<file path="src/rtl/tetris_pkg.sv">
// -----------------------------------------------------------------------------
// tetris_pkg
//   Shared definitions for the Tetris input path: button bit positions,
//   the per-button repeat channel state encoding and default DAS timing.
//   Imported by button_repeat_channel and button_repeat_gen.
// -----------------------------------------------------------------------------
package tetris_pkg;

  // Bit positions inside the 4-bit button vectors.
  localparam int BTN_LEFT   = 0;
  localparam int BTN_RIGHT  = 1;
  localparam int BTN_DOWN   = 2;
  localparam int BTN_ROTATE = 3;
  localparam int NUM_BTN    = 4;

  // Default timing at 50 MHz: ~267 ms to first repeat, ~50 ms between repeats.
  localparam int             DEFAULT_DELAY_CYCLES  = 13333333;
  localparam int             DEFAULT_REPEAT_CYCLES = 2500000;
  localparam int             DEFAULT_CNT_W         = 24;
  localparam logic [3:0]     DEFAULT_REPEAT_MASK   = 4'b0111;

  // Per-button channel state.
  typedef enum logic [1:0] {
    ST_IDLE   = 2'd0,
    ST_DELAY  = 2'd1,
    ST_REPEAT = 2'd2,
    ST_HELD   = 2'd3
  } chan_state_t;

endpackage : tetris_pkg

</file>
<file path="src/rtl/button_repeat_channel.sv">
// -----------------------------------------------------------------------------
// button_repeat_channel
//   One button's delayed-auto-repeat FSM, its interval counter and the
//   pending-request bit handed to the grid controller.
//
//   Handshake: o_req is a level that rises on an event and stays high until
//   a cycle in which i_ack is high and no new event occurs. An event that
//   finds o_req already high without a same-cycle i_ack is lost and sets the
//   sticky o_drop. i_ack while o_req is low has no effect.
//
// Ports
//   clk          in   system clock
//   reset        in   asynchronous, active-high reset
//   i_button     in   held level of this button (already clk-synchronous)
//   i_ack        in   consume strobe from the grid controller
//   i_repeat_en  in   1: DELAY/REPEAT auto-repeat, 0: one event per press
//   o_req        out  pending move request
//   o_drop       out  sticky: an event was lost on this channel
//   o_state      out  current FSM state (observation only)
// -----------------------------------------------------------------------------
module button_repeat_channel
  import tetris_pkg::*;
#(
  parameter int DELAY_CYCLES  = DEFAULT_DELAY_CYCLES,
  parameter int REPEAT_CYCLES = DEFAULT_REPEAT_CYCLES,
  parameter int CNT_W         = DEFAULT_CNT_W
) (
  input  logic        clk,
  input  logic        reset,
  input  logic        i_button,
  input  logic        i_ack,
  input  logic        i_repeat_en,
  output logic        o_req,
  output logic        o_drop,
  output chan_state_t o_state
);

  localparam logic [CNT_W-1:0] DELAY_LAST  = CNT_W'(DELAY_CYCLES - 1);
  localparam logic [CNT_W-1:0] REPEAT_LAST = CNT_W'(REPEAT_CYCLES - 1);

  chan_state_t      r_state;
  chan_state_t      w_state_nxt;
  logic [CNT_W-1:0] r_cnt;
  logic [CNT_W-1:0] w_cnt_nxt;
  logic             w_event;
  logic             r_req;
  logic             r_drop;

  always_ff @(posedge clk or posedge reset) begin
    if (reset) begin
      r_state <= ST_IDLE;
      r_cnt   <= '0;
    end else begin
      r_state <= w_state_nxt;
      r_cnt   <= w_cnt_nxt;
    end
  end

  // Release is tested before the terminal count, so a release landing on the
  // terminal cycle produces no event.
  always_comb begin
    w_state_nxt = r_state;
    w_cnt_nxt   = r_cnt;
    w_event     = 1'b0;
    case (r_state)
      ST_IDLE: begin
        if (i_button) begin
          w_event     = 1'b1;
          w_cnt_nxt   = '0;
          w_state_nxt = i_repeat_en ? ST_DELAY : ST_HELD;
        end
      end
      ST_DELAY: begin
        if (!i_button) begin
          w_state_nxt = ST_IDLE;
          w_cnt_nxt   = '0;
        end else if (r_cnt == DELAY_LAST) begin
          w_event     = 1'b1;
          w_cnt_nxt   = '0;
          w_state_nxt = ST_REPEAT;
        end else begin
          w_cnt_nxt   = r_cnt + CNT_W'(1);
        end
      end
      ST_REPEAT: begin
        if (!i_button) begin
          w_state_nxt = ST_IDLE;
          w_cnt_nxt   = '0;
        end else if (r_cnt == REPEAT_LAST) begin
          w_event     = 1'b1;
          w_cnt_nxt   = '0;
        end else begin
          w_cnt_nxt   = r_cnt + CNT_W'(1);
        end
      end
      ST_HELD: begin
        if (!i_button) begin
          w_state_nxt = ST_IDLE;
          w_cnt_nxt   = '0;
        end
      end
      default: begin
        w_state_nxt = ST_IDLE;
        w_cnt_nxt   = '0;
      end
    endcase
  end

  // An event wins over a same-cycle ack so a freshly re-armed request is
  // never swallowed by the ack of the previous one.
  always_ff @(posedge clk or posedge reset) begin
    if (reset) begin
      r_req  <= 1'b0;
      r_drop <= 1'b0;
    end else begin
      if (w_event) begin
        r_req <= 1'b1;
      end else if (i_ack) begin
        r_req <= 1'b0;
      end
      if (w_event && r_req && !i_ack) begin
        r_drop <= 1'b1;
      end
    end
  end

  assign o_req   = r_req;
  assign o_drop  = r_drop;
  assign o_state = r_state;

endmodule : button_repeat_channel

</file>
<file path="src/rtl/button_repeat_gen.sv">
// -----------------------------------------------------------------------------
// button_repeat_gen
//   Turns the 4-bit held-button vector from the NES controller into one-shot
//   move requests with delayed auto-repeat, held until the grid controller
//   acknowledges them. One button_repeat_channel per button.
//
//   Optional build macro BUTTON_LR_LOCKOUT_EN: while left and right are both
//   held, both channels see their button as released; whichever remains held
//   afterwards starts as a fresh press. Without the macro left and right are
//   independent.
//
// Ports
//   clk          in   50 MHz system clock
//   reset        in   asynchronous, active-high reset
//   button_data  in   [3:0] held levels (0 left, 1 right, 2 down, 3 rotate)
//   move_ack     in   [3:0] per-button consume strobe
//   move_req     out  [3:0] per-button pending request
//   drop_flag    out  sticky lost-event indicator
// -----------------------------------------------------------------------------
module button_repeat_gen
  import tetris_pkg::*;
#(
  parameter int         DELAY_CYCLES  = DEFAULT_DELAY_CYCLES,
  parameter int         REPEAT_CYCLES = DEFAULT_REPEAT_CYCLES,
  parameter int         CNT_W         = DEFAULT_CNT_W,
  parameter logic [3:0] REPEAT_MASK   = DEFAULT_REPEAT_MASK
) (
  input  logic       clk,
  input  logic       reset,
  input  logic [3:0] button_data,
  input  logic [3:0] move_ack,
  output logic [3:0] move_req,
  output logic       drop_flag
);

  logic [NUM_BTN-1:0] w_btn;
  logic [NUM_BTN-1:0] w_drop;
  chan_state_t        w_chan_state [NUM_BTN];

`ifdef BUTTON_LR_LOCKOUT_EN
  logic w_lr_both;
  assign w_lr_both = button_data[BTN_LEFT] & button_data[BTN_RIGHT];

  always_comb begin
    w_btn = button_data;
    if (w_lr_both) begin
      w_btn[BTN_LEFT]  = 1'b0;
      w_btn[BTN_RIGHT] = 1'b0;
    end
  end
`else
  assign w_btn = button_data;
`endif

  for (genvar g = 0; g < NUM_BTN; g++) begin : g_chan
    button_repeat_channel #(
      .DELAY_CYCLES  (DELAY_CYCLES),
      .REPEAT_CYCLES (REPEAT_CYCLES),
      .CNT_W         (CNT_W)
    ) u_chan (
      .clk         (clk),
      .reset       (reset),
      .i_button    (w_btn[g]),
      .i_ack       (move_ack[g]),
      .i_repeat_en (REPEAT_MASK[g]),
      .o_req       (move_req[g]),
      .o_drop      (w_drop[g]),
      .o_state     (w_chan_state[g])
    );
  end

  assign drop_flag = |w_drop;

endmodule : button_repeat_gen

</file>
<file path="config.mk">
export PLATFORM = sky130hd
export DESIGN_NAME = button_repeat_gen
export DESIGN_NICKNAME = d
export VERILOG_FILES = /design/src/rtl/tetris_pkg.sv /design/src/rtl/button_repeat_channel.sv /design/src/rtl/button_repeat_gen.sv
export SDC_FILE = /design/constraint.sdc
export NUM_CORES = 1
export LEC_CHECK = 0
export BUFFER_PORTS_ARGS = -buffer_cell sky130_fd_sc_hd__buf_2
export CAP_MARGIN = 20
export CORE_MARGIN = 4
export CORE_UTILIZATION = 65
export DETAILED_ROUTE_END_ITERATION = 7
export MAX_ROUTING_LAYER = met4
export PLACE_DENSITY = 0.88
export SLEW_MARGIN = 15
export SYNTH_ARGS = -nofsm -noshare
export SYNTH_HDL_FRONTEND = slang
export SYNTH_SLANG_ARGS = --single-unit
</file>
<file path="constraint.sdc">
create_clock -name clk -period 8.3 [get_ports clk]
set_clock_uncertainty 0.15 [all_clocks]
set_input_delay 2.075 -clock clk [delete_from_list [all_inputs] [get_ports clk]]
set_output_delay 2.075 -clock clk [all_outputs]
set_load 0.01 [all_outputs]
</file>
# Yosys cells after proc, flatten, opt, wreduce, memory -nomap -nowiden
# Index checks and enable logic that the tools add are counted.
# classes
mux	80
add_sub_neg	4
eq_ne	36
reduce_logical	33
# ops
operator	count
two-way mux 24 bit	24
case mux 24 bit (4 select lines)	4
adder 24 x 1 -> 24 bit, second input constant	4
equality test 24 x 22 -> 1 bit, second input constant	4
equality test 24 bit, second input constant	4
two-way mux 2 bit	16
two-way mux 1 bit	28
!= test 2 bit, second input constant	12
case mux 2 bit (3 select lines)	4
equality test 2 bit, second input constant	8
!= test 3 x 2 -> 1 bit, second input constant	4
case mux 1 bit (3 select lines)	4
AND reduction 3 bit	4
equality test 2 x 1 -> 1 bit, second input constant	4
logical AND 1 bit	8
logical NOT 2 bit	4
AND reduction 2 bit	4
nonzero test 2 bit	4
OR reduction 2 bit	4
logical NOT 1 bit	4
OR reduction 4 bit	1
# word_totals
ff_bits	112
elab_cells	169
output_inout_bits	5

# Depth between registers and ports, before layout
# Gate-level depths: netlist (run 1).
# depth
word_depth	6
ltp_mapped	8
depth_no_buf	7

# Hierarchy
# From an unflattened synthesis (run 1), not the netlist that was laid out.
# unflattened
cells_unflattened	739
area_unflattened_um2	7120.6
# by_module_without_submodules
module	cells_each	seq_area_each_um2	area_per_inst_um2	instances
button_repeat_channel (g_chan[1].u_chan ...)	183	700.7	1793.0	2
button_repeat_channel (g_chan[3].u_chan)	188	700.7	1771.7	1
button_repeat_channel (g_chan[0].u_chan)	182	700.7	1747.9	1
button_repeat_gen	3	0.0	15.0	1

# Least setup slack after synthesis (run 1)
# No wires, ideal clock.
# synth_timing
kind	in2reg
from	in button_data[0]
to	reg g_chan[0].u_chan.r_cnt[20]
required_time_ns	8.073
path_stages	6
path_slack_ns	4.450
arrival_ns	3.622
path_cell_list	buf_6 > mux2_4 > nor4_4 > nand4_2 > or4_1 > a21oi_1
# synth_via
elab_chain_cells	2
word_cells_on_any_way	6
cone_classes	2 x eq/ne; 3 x mux; 1 x reduce/logical
# synth_lines
item	line_no	source
start: declaration	button_repeat_gen.sv:30	input logic [3:0] button_data,
two-way mux 24 bit, or another cell as far along	button_repeat_channel.sv:86	if (!i_button) begin
case mux 24 bit (4 select lines) / AND reduction 2 bit (equally long branches)	--	
end signal: assignment	button_repeat_channel.sv:55	r_cnt <= w_cnt_nxt;
end: declaration	button_repeat_channel.sv:43	logic [CNT_W-1:0] r_cnt;
# Parallel ways exist; a longest one is shown, timed or not.
# A chain may end at the register's enable or synchronous reset.

# Worst setup path after layout (run 1)
# layout_timing
from	in button_data[0]
to	reg g_chan[0].u_chan.r_cnt[21]
# The elaborated chain is that of the path after synthesis.

==> flow_metrics.env, run 1 <==
export IMPL_internal_power_uw=916
export IMPL_tightestPinTransition_ns=0.911
export IMPL_track_usage=0.258
export IMPL_critical_path_buf_inv_count=1
export IMPL_floorplan_initialDensity=0.670
export IMPL_maximum_number_of_pins_on_one_net_before_global_route_repair=81
export IMPL_die_width_um=111
export IMPL_port_buffers=14
export IMPL_grt_first_pass_wirelength_um=26200
export IMPL_grt_antenna_before_repair=0
export IMPL_dominantRegCellSynth="dfrtp_1"
export IMPL_switching_power_uw=581
export IMPL_crit_path_start_kind="input pin"
export IMPL_critical_path_top_delay_family="simple AND/OR/NAND/NOR gates"
export IMPL_cpPeakStageDelay_ns=0.59
export IMPL_clk_latency_ns=0.39
export IMPL_mapped_cell_area_um2=6910
export IMPL_hold_path_class="reg -> reg"
export IMPL_crit_fanout=8
export IMPL_postSynthRegisterBits=112
export IMPL_post_cts_repair_setup_buffers=0
export IMPL_length_of_the_first_detailed_routing_pass_in_iterations=7
export IMPL_worst_endpoint_required_ns=8.42
export IMPL_timing_max_cap_violations=0
export IMPL_timing_critical_path_slowest_stage_cell="mux2i_1"
export IMPL_hold_worst_slack_ns=0.329
export IMPL_synthArstFlopShare=1.00
export IMPL_worstSetupPathType="in -> reg"
export IMPL_seq_area_frac_synth=0.405
export IMPL_cts_hold_repair_buffers=0
export IMPL_clk_pin_slew_ns=0.11
export IMPL_drive_above_1_share=0.0822
export IMPL_number_of_global_route_vias_before_repair=5559
export IMPL_syn_inst=758
export IMPL_timing_hold_violations_final=0
export IMPL_cts_buffers=9
export IMPL_number_of_antenna_cells_inserted=0
export IMPL_pin_count=15
export IMPL_cts_tree="yes"
export IMPL_h_tree_depth=3
export IMPL_end_kind="flip-flop"
export IMPL_maxSlewViolCount=0
export IMPL_power_frac_clock=0.232
export IMPL_finish_cell_count_without_fillers=902
export IMPL_rows=37
export IMPL_detail_route_wirelength_um=15100
export IMPL_global_route_overflow_total=0
export IMPL_chipHeight_um=111
export IMPL_cts_sinks=112
export IMPL_core_area_um2=10300
export IMPL_leakage_nw=2.79
export IMPL_edff_count_synth=0
export IMPL_hpwl_after_detailed_placement_um=10800
export IMPL_cts_resized=0
export IMPL_power_share_sequential=0.427
export IMPL_comb_power_share=0.341
export IMPL_post_dr_vias_cell=6.32
export IMPL_die_area_um2=12300
export IMPL_final_setup_violation_count=0
export IMPL_synth_distinct_cells=60
export IMPL_total_nets_after_synthesis=796
export IMPL_setup_tns_final_ns=0
export IMPL_place_gp_congestion=0.953
export IMPL_finish_net_count=799
export IMPL_detail_route_wl_per_cell_um=16.8
export IMPL_cts_max_path_buffers=2
export IMPL_postSynthAreaPerCell_um2=9.12
export IMPL_placed_cells_incl_taps=885
export IMPL_yosysWarnings=0
export IMPL_finalWorstSetupSlack_ns=4.53
export IMPL_route_detailed_drc=0
export IMPL_post_route_period_util=0.454
export IMPL_crit_chain="buf_2, mux2i_1, nand3_1, nor4_1, xnor2_1, nor2_1"
export IMPL_max_slew_margin=0.392
export IMPL_vdd_ir_drop_max_v=0.000151
export IMPL_final_antenna_net_count=0
export IMPL_timing_fmax_ghz=0.265
export IMPL_power_density_cell_area_nw_per_um2=206
export IMPL_rsz_0062_raised_after_global_routing="no"
export IMPL_syn_to_final_growth_pct=5.12
export IMPL_sw_frac_of_total=0.388
export IMPL_fin_crit_ns=3.77
export IMPL_run_status="completed"
export IMPL_arrival_ns=3.89
export IMPL_drt_iter0_drc=578
export IMPL_cts_root_buf="clkbuf_8"
export IMPL_preCtsSetupSlack_ns=4.19
export IMPL_dr_total_vias=5699
==> worst paths after layout <==
kind                                      startpoint                         end  slack (ns)  depth (start not counted)
max                                   button_data[0]  g_chan[0].u_chan.r_cnt[21]        4.53                          6
min                          g_chan[1].u_chan.o_drop     g_chan[1].u_chan.o_drop        0.33                          2
max reg2reg                g_chan[3].u_chan.r_cnt[0]   g_chan[3].u_chan.r_cnt[2]        5.15                          7
min reg2reg                  g_chan[1].u_chan.o_drop     g_chan[1].u_chan.o_drop        0.33                          2
max in group asynchronous                      reset  g_chan[2].u_chan.r_cnt[23]        5.45                          4
min in group asynchronous                      reset   g_chan[1].u_chan.r_cnt[6]        1.52                          2
==> kinds of logic after synthesis <==
logic type / count (synthesis) / synth area share
fa+ha+maj: 28 / 0.0507
compound gates: 99 / 0.0876
mux: 15 / 0.0248
xor+xnor: 71 / 0.0900
flops: 112 / 0.405
buf+inv: 64 / 0.0436
simple gates: 369 / 0.298
==> metal layers <==
layer  GRT usage  vias to the layer above  part of all wire
met4      0.0738                        0             0.013
li1            -                     2701                 -
met3      0.0562                       22             0.056
met5           -                        -                 0
met1       0.325                     2775              0.43
met2       0.424                      201              0.50
==> layout by cell type (no fill, tap or decap), types with 3 or more instances in the layout <==
master / count
ha_1: 28
nor4_1: 23
inv_6: 3
nand2b_1: 4
mux2_2: 7
nand4b_1: 7
xnor2_1: 45
o21ai_0: 25
and4_1: 8
and2_1: 9
and3_1: 19
mux2i_1: 4
nor4bb_1: 5
nand4_1: 26
nor2_1: 77
nand2_1: 76
nand3_1: 40
buf_2: 14
o311ai_0: 5
nor4_2: 3
o31ai_1: 4
nor2b_1: 8
o211ai_1: 11
inv_1: 36
nor3b_1: 4
a21oi_1: 36
or2_2: 4
nor3_1: 24
o22ai_1: 3
o21a_1: 3
clkbuf_8: 10
buf_4: 4
dfrtp_1: 112
or4b_1: 7
xor2_1: 26
or4_1: 5
or4bb_1: 3
a31oi_1: 3
==> worst reg2reg max path, delay by kind of cell, from the launching register on <==
family	cells	cell delay, ns
flops	1	0.44
buf+inv	1	0.08
fa+ha+maj	1	0.18
compound gates	2	0.51
simple gates	3	1.63
==> cells in the mapped netlist (5+ instances only) <==
master	instances	share of area
nor4bb_1	5	0.0072
mux2_2	7	0.011
nor2b_1	8	0.0072
nand4b_1	7	0.0089
nand3_1	40	0.029
o211ai_1	11	0.012
nor3_1	24	0.017
xnor2_1	45	0.057
ha_1	28	0.051
nand2_1	76	0.041
and2_1	9	0.0081
clkbuf_1	10	0.0054
nor2_1	77	0.042
and3_1	19	0.017
or4_1	5	0.0054
xor2_1	26	0.033
o311ai_0	5	0.0063
dfrtp_1	112	0.41
and4_1	8	0.010
inv_1	37	0.020
nand4_1	26	0.024
buf_2	6	0.0043
a21oi_1	36	0.026
nor4_1	23	0.021
o21ai_0	25	0.018
buf_4	6	0.0065
or4b_1	7	0.010
==> final cells by class <==
class                   instances  area, um2
clock buffers                  10        138
inverters                      37        141
flip-flops and latches        112       2800
repair buffers                 19        128
multi-input cells             582       3810
clock inverters                 6       72.6
fillers                       760       3060
well taps                     136        170
==> power groups by stage <==
stage | clock [mW] | sequential [mW] | combinational (mW)
global placement | 0 | 0.645 | 0.465
CTS | 0.356 | 0.639 | 0.502
global route | 0.378 | 0.645 | 0.566
detailed placement | 0 | 0.649 | 0.499
floorplan | 0 | 0.633 | 0.403
finish | 0.347 | 0.639 | 0.511
==> state kept, by name, summed over array words and instances, names as in the netlist <==
register               flops
g_chan.u_chan.r_cnt       96
g_chan.u_chan.o_state      8
g_chan.u_chan.o_drop       4
g_chan.u_chan.o_req        4
==> stage by stage <==
step | area (um2) | util | power, mW
detailed placement | 7030 | 0.681 | 1.15
CTS | 7240 | 0.701 | 1.50
global route | 7270 | 0.704 | 1.59
global placement | 7030 | 0.681 | 1.11
finish | 7270 | 0.704 | 1.50
floorplan | 6910 | - | 1.04
Note: power is estimated with default switching activity, not from simulation.
==> run 2, diff against run 1 <==
--- a/config.mk
+++ b/config.mk
@@ -8,10 +8,10 @@
 export BUFFER_PORTS_ARGS = -buffer_cell sky130_fd_sc_hd__buf_2
 export CAP_MARGIN = 20
 export CORE_MARGIN = 4
-export CORE_UTILIZATION = 65
+export CORE_UTILIZATION = 57
 export DETAILED_ROUTE_END_ITERATION = 7
 export MAX_ROUTING_LAYER = met4
-export PLACE_DENSITY = 0.88
+export PLACE_DENSITY = 0.82
 export SLEW_MARGIN = 15
 export SYNTH_ARGS = -nofsm -noshare
 export SYNTH_HDL_FRONTEND = slang
==> constraint.sdc (replaced) <==
create_clock -name clk -period 3 [get_ports clk]
set_clock_uncertainty 0.15 [all_clocks]
set_input_delay 0.75 -clock clk [delete_from_list [all_inputs] [get_ports clk]]
set_output_delay 0.75 -clock clk [all_outputs]
set_load 0.01 [all_outputs]
==> run 2 against run 1 <==
Final cell count increased by 1.4%. Highest routed layer unchanged. Sequential power increased to 2.8 times the previous value. Via count increased by 1.8%.
==> flow_metrics.env, run 2 (synthesis gave the netlist of run 1 again) <==
export IMPL_cts_buffers=9
export IMPL_die_width_um=118
export IMPL_use_met1=0.296
export IMPL_detail_route_wl_per_cell_um=17.0
export IMPL_tightestPinTransition_ns=0.919
export IMPL_finish_net_count=806
export IMPL_most_common_library_cell_in_the_layout_ignoring_fill_and_taps="dfrtp_1"
export IMPL_hpwl_after_detailed_placement_um=10900
export IMPL_finish_cell_count_without_fillers=915
export IMPL_vdd_ir_drop_max_v=0.000353
export IMPL_floorplan_initialDensity=0.593
export IMPL_cts_resized=0
export IMPL_pin_count=15
export IMPL_cts_sinks=112
export IMPL_fin_crit_ns=2.66
export IMPL_clk_latency_ns=0.35
export IMPL_number_of_global_route_vias_before_repair=5712
export IMPL_rsz_0062_raised_after_global_routing="no"
export IMPL_global_route_usage_met3=0.0447
export IMPL_rows=39
export IMPL_length_of_the_first_detailed_routing_pass_in_iterations=5
export IMPL_detail_route_wirelength_um=15600
export IMPL_number_of_antenna_cells_inserted=0
export IMPL_port_buffers=14
export IMPL_layout_common_cells="dfrtp_1 (112), nor2_1 (77), nand2_1 (76)"
export IMPL_r2r_cells=8
export IMPL_maxSlewViolCount=0
export IMPL_post_cts_repair_setup_buffers=0
export IMPL_cts_hold_repair_buffers=0
export IMPL_cts_max_path_buffers=2
export IMPL_timing_hold_violations_final=0
export IMPL_route_detailed_drc=0
export IMPL_final_antenna_net_count=0
export IMPL_max_slew_margin=0.384
export IMPL_crit_path_start_kind="flip-flop"
export IMPL_power_density_cell_area_nw_per_um2=606
export IMPL_die_area_um2=14000
export IMPL_syn_to_final_growth_pct=7.53
export IMPL_post_dr_vias_cell=6.34
export IMPL_place_gp_congestion=0.932
export IMPL_largest_reg_flops=96
export IMPL_drive_above_1_share=0.0894
export IMPL_drt_iter0_drc=609
export IMPL_registers_top_by_ff_count="g_chan.u_chan.r_cnt"
export IMPL_cts_root_buf="clkbuf_16"
export IMPL_final_core_utilization=0.637
export IMPL_h_tree_depth=3
export IMPL_timing_max_cap_violations=0
export IMPL_worst_endpoint_required_ns=3.07
export IMPL_finalInstanceArea_um2=7430
export IMPL_final_setup_violation_count=0
export IMPL_hold_worst_slack_ns=0.299
export IMPL_global_route_overflow_total=0
export IMPL_crit_fanout=19
export IMPL_maximum_number_of_pins_on_one_net_before_global_route_repair=52
export IMPL_track_usage=0.234
export IMPL_end_kind="flip-flop"
export IMPL_leakage_nw=2.87
export IMPL_cts_tree="yes"
export IMPL_post_route_period_util=0.886
export IMPL_dr_total_vias=5799
export IMPL_core_area_um2=11700
export IMPL_clk_pin_slew_ns=0.07
export IMPL_arrival_ns=2.73
export IMPL_run_status="completed"
export IMPL_timing_fmax_ghz=0.376
export IMPL_worstSetupPathType="reg -> reg"
export IMPL_grt_antenna_before_repair=0
export IMPL_chipHeight_um=118
export IMPL_hold_path_class="in -> async"
export IMPL_busiest_layer="met2"
export IMPL_dpl_cell_area_um2=7120
export IMPL_placed_cells_incl_taps=900
export IMPL_grt_first_pass_wirelength_um=27100
export IMPL_setup_tns_final_ns=0
export IMPL_grtUsageMet2=0.389
-- run 2: cell types whose count changed in the layout (fill, tap and decap cells not counted), sizes merged --
cell	previous run	this run
bufinv	1	2
clkinvlp	0	1
clkinv	1	3
clkbuf	10	9
inv	41	37
buf	19	26
-- run 2: layout make-up --
class                           instances  area, um2
Tap cell                              143        179
Clock buffer                            9        225
Fill cell                             932       4230
Sequential cell                       112       2800
Multi-Input combinational cell        582       3810
Timing Repair Buffer                   26        185
Inverter                               37        143
Clock inverter                          6       83.8
-- run 2: routing by layer --
layer,vias to the layer above,wire (um)
met1,2828,6690
met5,-,0
met3,32,863
met2,215,7800
met4,0,227
li1,2724,-
-- run 2: metrics by stage --
stage / total power, mW / setup slack (ns)
6_report: 4.50 / 0.342
3_5_place_dp: 3.23 / 0.256
2_1_floorplan: 2.87 / 0.475
3_3_place_gp: 3.13 / 0.346
5_1_grt: 4.76 / 0.150
4_1_cts: 4.52 / 0.371
-- run 2: where the power goes --
group          internal (mW)  switching, mW  total, mW
sequential              1.64          0.124       1.77
combinational          0.501          0.953       1.45
clock                  0.727          0.554       1.28
-- run 2: worst max-delay path, stage by stage, from the launching register on --
cell and delay (ns):
dfrtp_1 0.41, inv_1 0.07, ha_1 0.15, or4bb_1 0.49
nor4_1 0.35, a211oi_1 0.29, nor2_2 0.22, buf_4 0.27
o211ai_1 0.13
-- run 2: final timing paths --
kind / startpoint / slack, ns / end
max reg2reg: g_chan[3].u_chan.r_cnt[0] / 0.34 / g_chan[3].u_chan.r_cnt[4]
min in group clk: g_chan[2].u_chan.o_drop / 0.37 / g_chan[2].u_chan.o_drop
min: reset / 0.30 / g_chan[1].u_chan.r_cnt[21]
max in group asynchronous: reset / 1.78 / g_chan[3].u_chan.r_cnt[5]
max: g_chan[3].u_chan.r_cnt[0] / 0.34 / g_chan[3].u_chan.r_cnt[4]
min reg2reg: g_chan[2].u_chan.o_drop / 0.37 / g_chan[2].u_chan.o_drop
==> run 3, diff against run 2 <==
--- a/config.mk
+++ b/config.mk
@@ -8,10 +8,10 @@
 export BUFFER_PORTS_ARGS = -buffer_cell sky130_fd_sc_hd__buf_2
 export CAP_MARGIN = 20
 export CORE_MARGIN = 4
-export CORE_UTILIZATION = 57
+export CORE_UTILIZATION = 63
 export DETAILED_ROUTE_END_ITERATION = 7
 export MAX_ROUTING_LAYER = met4
-export PLACE_DENSITY = 0.82
+export PLACE_DENSITY = 0.86
 export SLEW_MARGIN = 15
 export SYNTH_ARGS = -nofsm -noshare
 export SYNTH_HDL_FRONTEND = slang
==> constraint.sdc (replaced) <==
create_clock -name clk -period 2.5 [get_ports clk]
set_clock_uncertainty 0.15 [all_clocks]
set_input_delay 0.625 -clock clk [delete_from_list [all_inputs] [get_ports clk]]
set_output_delay 0.625 -clock clk [all_outputs]
set_load 0.01 [all_outputs]
==> run 3 against run 2 <==
Die area shrank 8.9%. Global-route usage rose by 2.3 points. Register-to-register slack worse by 0.29 ns. Non-clock buffer count grew 26. Routed wire length grew 3.1%. Worst hold slack lost 0.067 ns. Via count up 2.9%. Combinational power rose by 32%. Utilization grew 8.4 points. Clock power down 13%. Maximum frequency rose by 8.4%. Largest power group unchanged.
==> flow_metrics.env, run 3 (synthesis gave the netlist of run 1 again) <==
export IMPL_dr_total_vias=5969
export IMPL_detail_route_wirelength_um=16100
export IMPL_most_common_library_cell_in_the_layout_ignoring_fill_and_taps="dfrtp_1"
export IMPL_timing_hold_violations_final=0
export IMPL_final_antenna_net_count=0
export IMPL_power_density_cell_area_nw_per_um2=680
export IMPL_tightestPinTransition_ns=0.635
export IMPL_internal_power_mw=3.16
export IMPL_route_detailed_drc=0
export IMPL_finalWorstSetupSlack_ns=0.0492
export IMPL_fin_crit_ns=2.45
export IMPL_timing_fmax_ghz=0.408
export IMPL_leakage_nw=2.96
export IMPL_worst_endpoint_required_ns=2.63
export IMPL_place_gp_congestion=0.991
export IMPL_hold_path_class="in -> async"
export IMPL_rows=37
export IMPL_floorplan_initialDensity=0.658
export IMPL_grt_first_pass_wirelength_um=26800
export IMPL_chipHeight_um=113
export IMPL_dpl_cell_area_um2=7250
export IMPL_arrival_ns=2.58
export IMPL_vdd_ir_drop_max_v=0.000811
export IMPL_finish_net_count=832
export IMPL_number_of_global_route_vias_before_repair=5763
export IMPL_power_frac_clock=0.218
export IMPL_port_buffers=14
export IMPL_placed_cells_incl_taps=913
export IMPL_sw_frac_of_total=0.387
export IMPL_post_route_period_util=0.980
export IMPL_post_dr_vias_cell=6.38
export IMPL_crit_path_start_kind="flip-flop"
export IMPL_track_usage=0.257
export IMPL_registers_top_by_ff_count="g_chan.u_chan.r_cnt"
export IMPL_drive_above_1_share=0.135
export IMPL_cts_root_buf="clkbuf_8"
export IMPL_finalInstanceArea_um2=7580
export IMPL_cts_buffers=9
export IMPL_end_kind="flip-flop"
export IMPL_run_status="completed"
export IMPL_cts_max_path_buffers=2
export IMPL_critical_path_buf_inv_count=1
export IMPL_length_of_the_first_detailed_routing_pass_in_iterations=7
export IMPL_pin_count=15
export IMPL_fin_total_pwr_mw=5.16
export IMPL_final_core_utilization=0.722
export IMPL_detail_route_wl_per_cell_um=17.2
export IMPL_core_area_um2=10500
export IMPL_max_slew_margin=0.573
export IMPL_number_of_antenna_cells_inserted=0
export IMPL_clk_latency_ns=0.39
export IMPL_critical_path_top_delay_family="simple AND/OR/NAND/NOR gates"
export IMPL_clk_pin_slew_ns=0.11
export IMPL_finish_cell_count_without_fillers=935
export IMPL_rsz_0062_raised_after_global_routing="yes"
export IMPL_switching_power_mw=2.00
export IMPL_preCtsSetupSlack_ns=0.0205
export IMPL_hpwl_after_detailed_placement_um=10900
export IMPL_final_setup_violation_count=0
export IMPL_timing_max_cap_violations=0
export IMPL_crit_chain="inv_1, ha_1, mux2_4, or4_4, nor4_1, xnor2_1, nor2_1"
export IMPL_maximum_number_of_pins_on_one_net_before_global_route_repair=113
export IMPL_layout_common_cells="dfrtp_1 (112), nor2_1 (77), nand2_1 (76)"
export IMPL_power_share_sequential=0.410
export IMPL_timing_critical_path_slowest_stage_cell="or4_4"
export IMPL_maxSlewViolCount=0
export IMPL_cpPeakStageDelay_ns=0.60
export IMPL_grt_antenna_before_repair=0
export IMPL_global_route_overflow_total=0
export IMPL_crit_fanout=8
export IMPL_cts_sinks=112
export IMPL_cts_tree="yes"
export IMPL_comb_power_share=0.372
export IMPL_die_width_um=113
export IMPL_largest_reg_flops=96
export IMPL_syn_to_final_growth_pct=9.70
export IMPL_worstSetupPathType="reg -> reg"
export IMPL_drt_iter0_drc=688
export IMPL_h_tree_depth=3
export IMPL_die_area_um2=12700
==> run 3: cell type report <==
cell class / instances / area (um2)
multi-input cells: 582 / 3900
repair buffers: 52 / 372
fillers: 731 / 2930
clock inverters: 6 / 68.8
well taps: 136 / 170
flip-flops and latches: 112 / 2800
clock buffers: 10 / 128
inverters: 37 / 143
==> run 3: worst register-to-register path: cells and delay by family (launching register included) <==
family / cells / cell delay, ns
xor+xnor: 1 / 0.17
fa+ha+maj: 1 / 0.26
buf+inv: 1 / 0.10
flops: 1 / 0.41
mux: 1 / 0.32
simple gates: 3 / 0.93
==> run 3: metrics by stage <==
step           TNS, ns  hold WS [ns]
2_1_floorplan        0         0.286
3_3_place_gp         0         0.314
3_5_place_dp         0         0.318
4_1_cts              0         0.270
5_1_grt        -0.0719         0.276
6_report             0         0.232
==> run 3: power by group through the flow <==
stage	Combinational (mW)	Clock [mW]	Sequential [mW]
after floorplan	1.34	0	2.10
after global routing	2.10	1.22	2.14
after CTS	1.82	1.14	2.12
after global placement	1.71	0	2.14
final	1.92	1.12	2.12
after detailed placement	1.82	0	2.16
==> run 3: per-layer routing <==
layer,vias up,part of all wire,routed length (um),GRT usage
li1,2775,-,-,-
met1,2872,0.42,6700,0.327
met2,276,0.50,7970,0.416
met3,46,0.067,1070,0.0578
met4,0,0.019,312,0.0745
met5,-,0,0,-
==> run 3: timing repair <==
action / CTS / global route
hold buffers: 0 / 0
setup endpoints to repair: 1 / 51
pin swaps: 0 / 5
gates resized for setup: 1 / 17
setup buffers: 0 / 6
==> run 3: path summary, 6_finish.rpt <==
path / start / endpoint / slack, ns / depth (start not counted)
worst min-delay path: reset / g_chan[1].u_chan.r_cnt[15] / 0.23 / 3
worst min register to register: g_chan[1].u_chan.o_drop / g_chan[1].u_chan.o_drop / 0.34 / 2
worst max register to register: g_chan[1].u_chan.o_state[0] / g_chan[1].u_chan.r_cnt[20] / 0.05 / 7
max in group asynchronous: reset / g_chan[0].u_chan.o_state[1] / 1.51 / 3
min in group clk: g_chan[1].u_chan.o_drop / g_chan[1].u_chan.o_drop / 0.34 / 2
worst max-delay path: g_chan[1].u_chan.o_state[0] / g_chan[1].u_chan.r_cnt[20] / 0.05 / 7
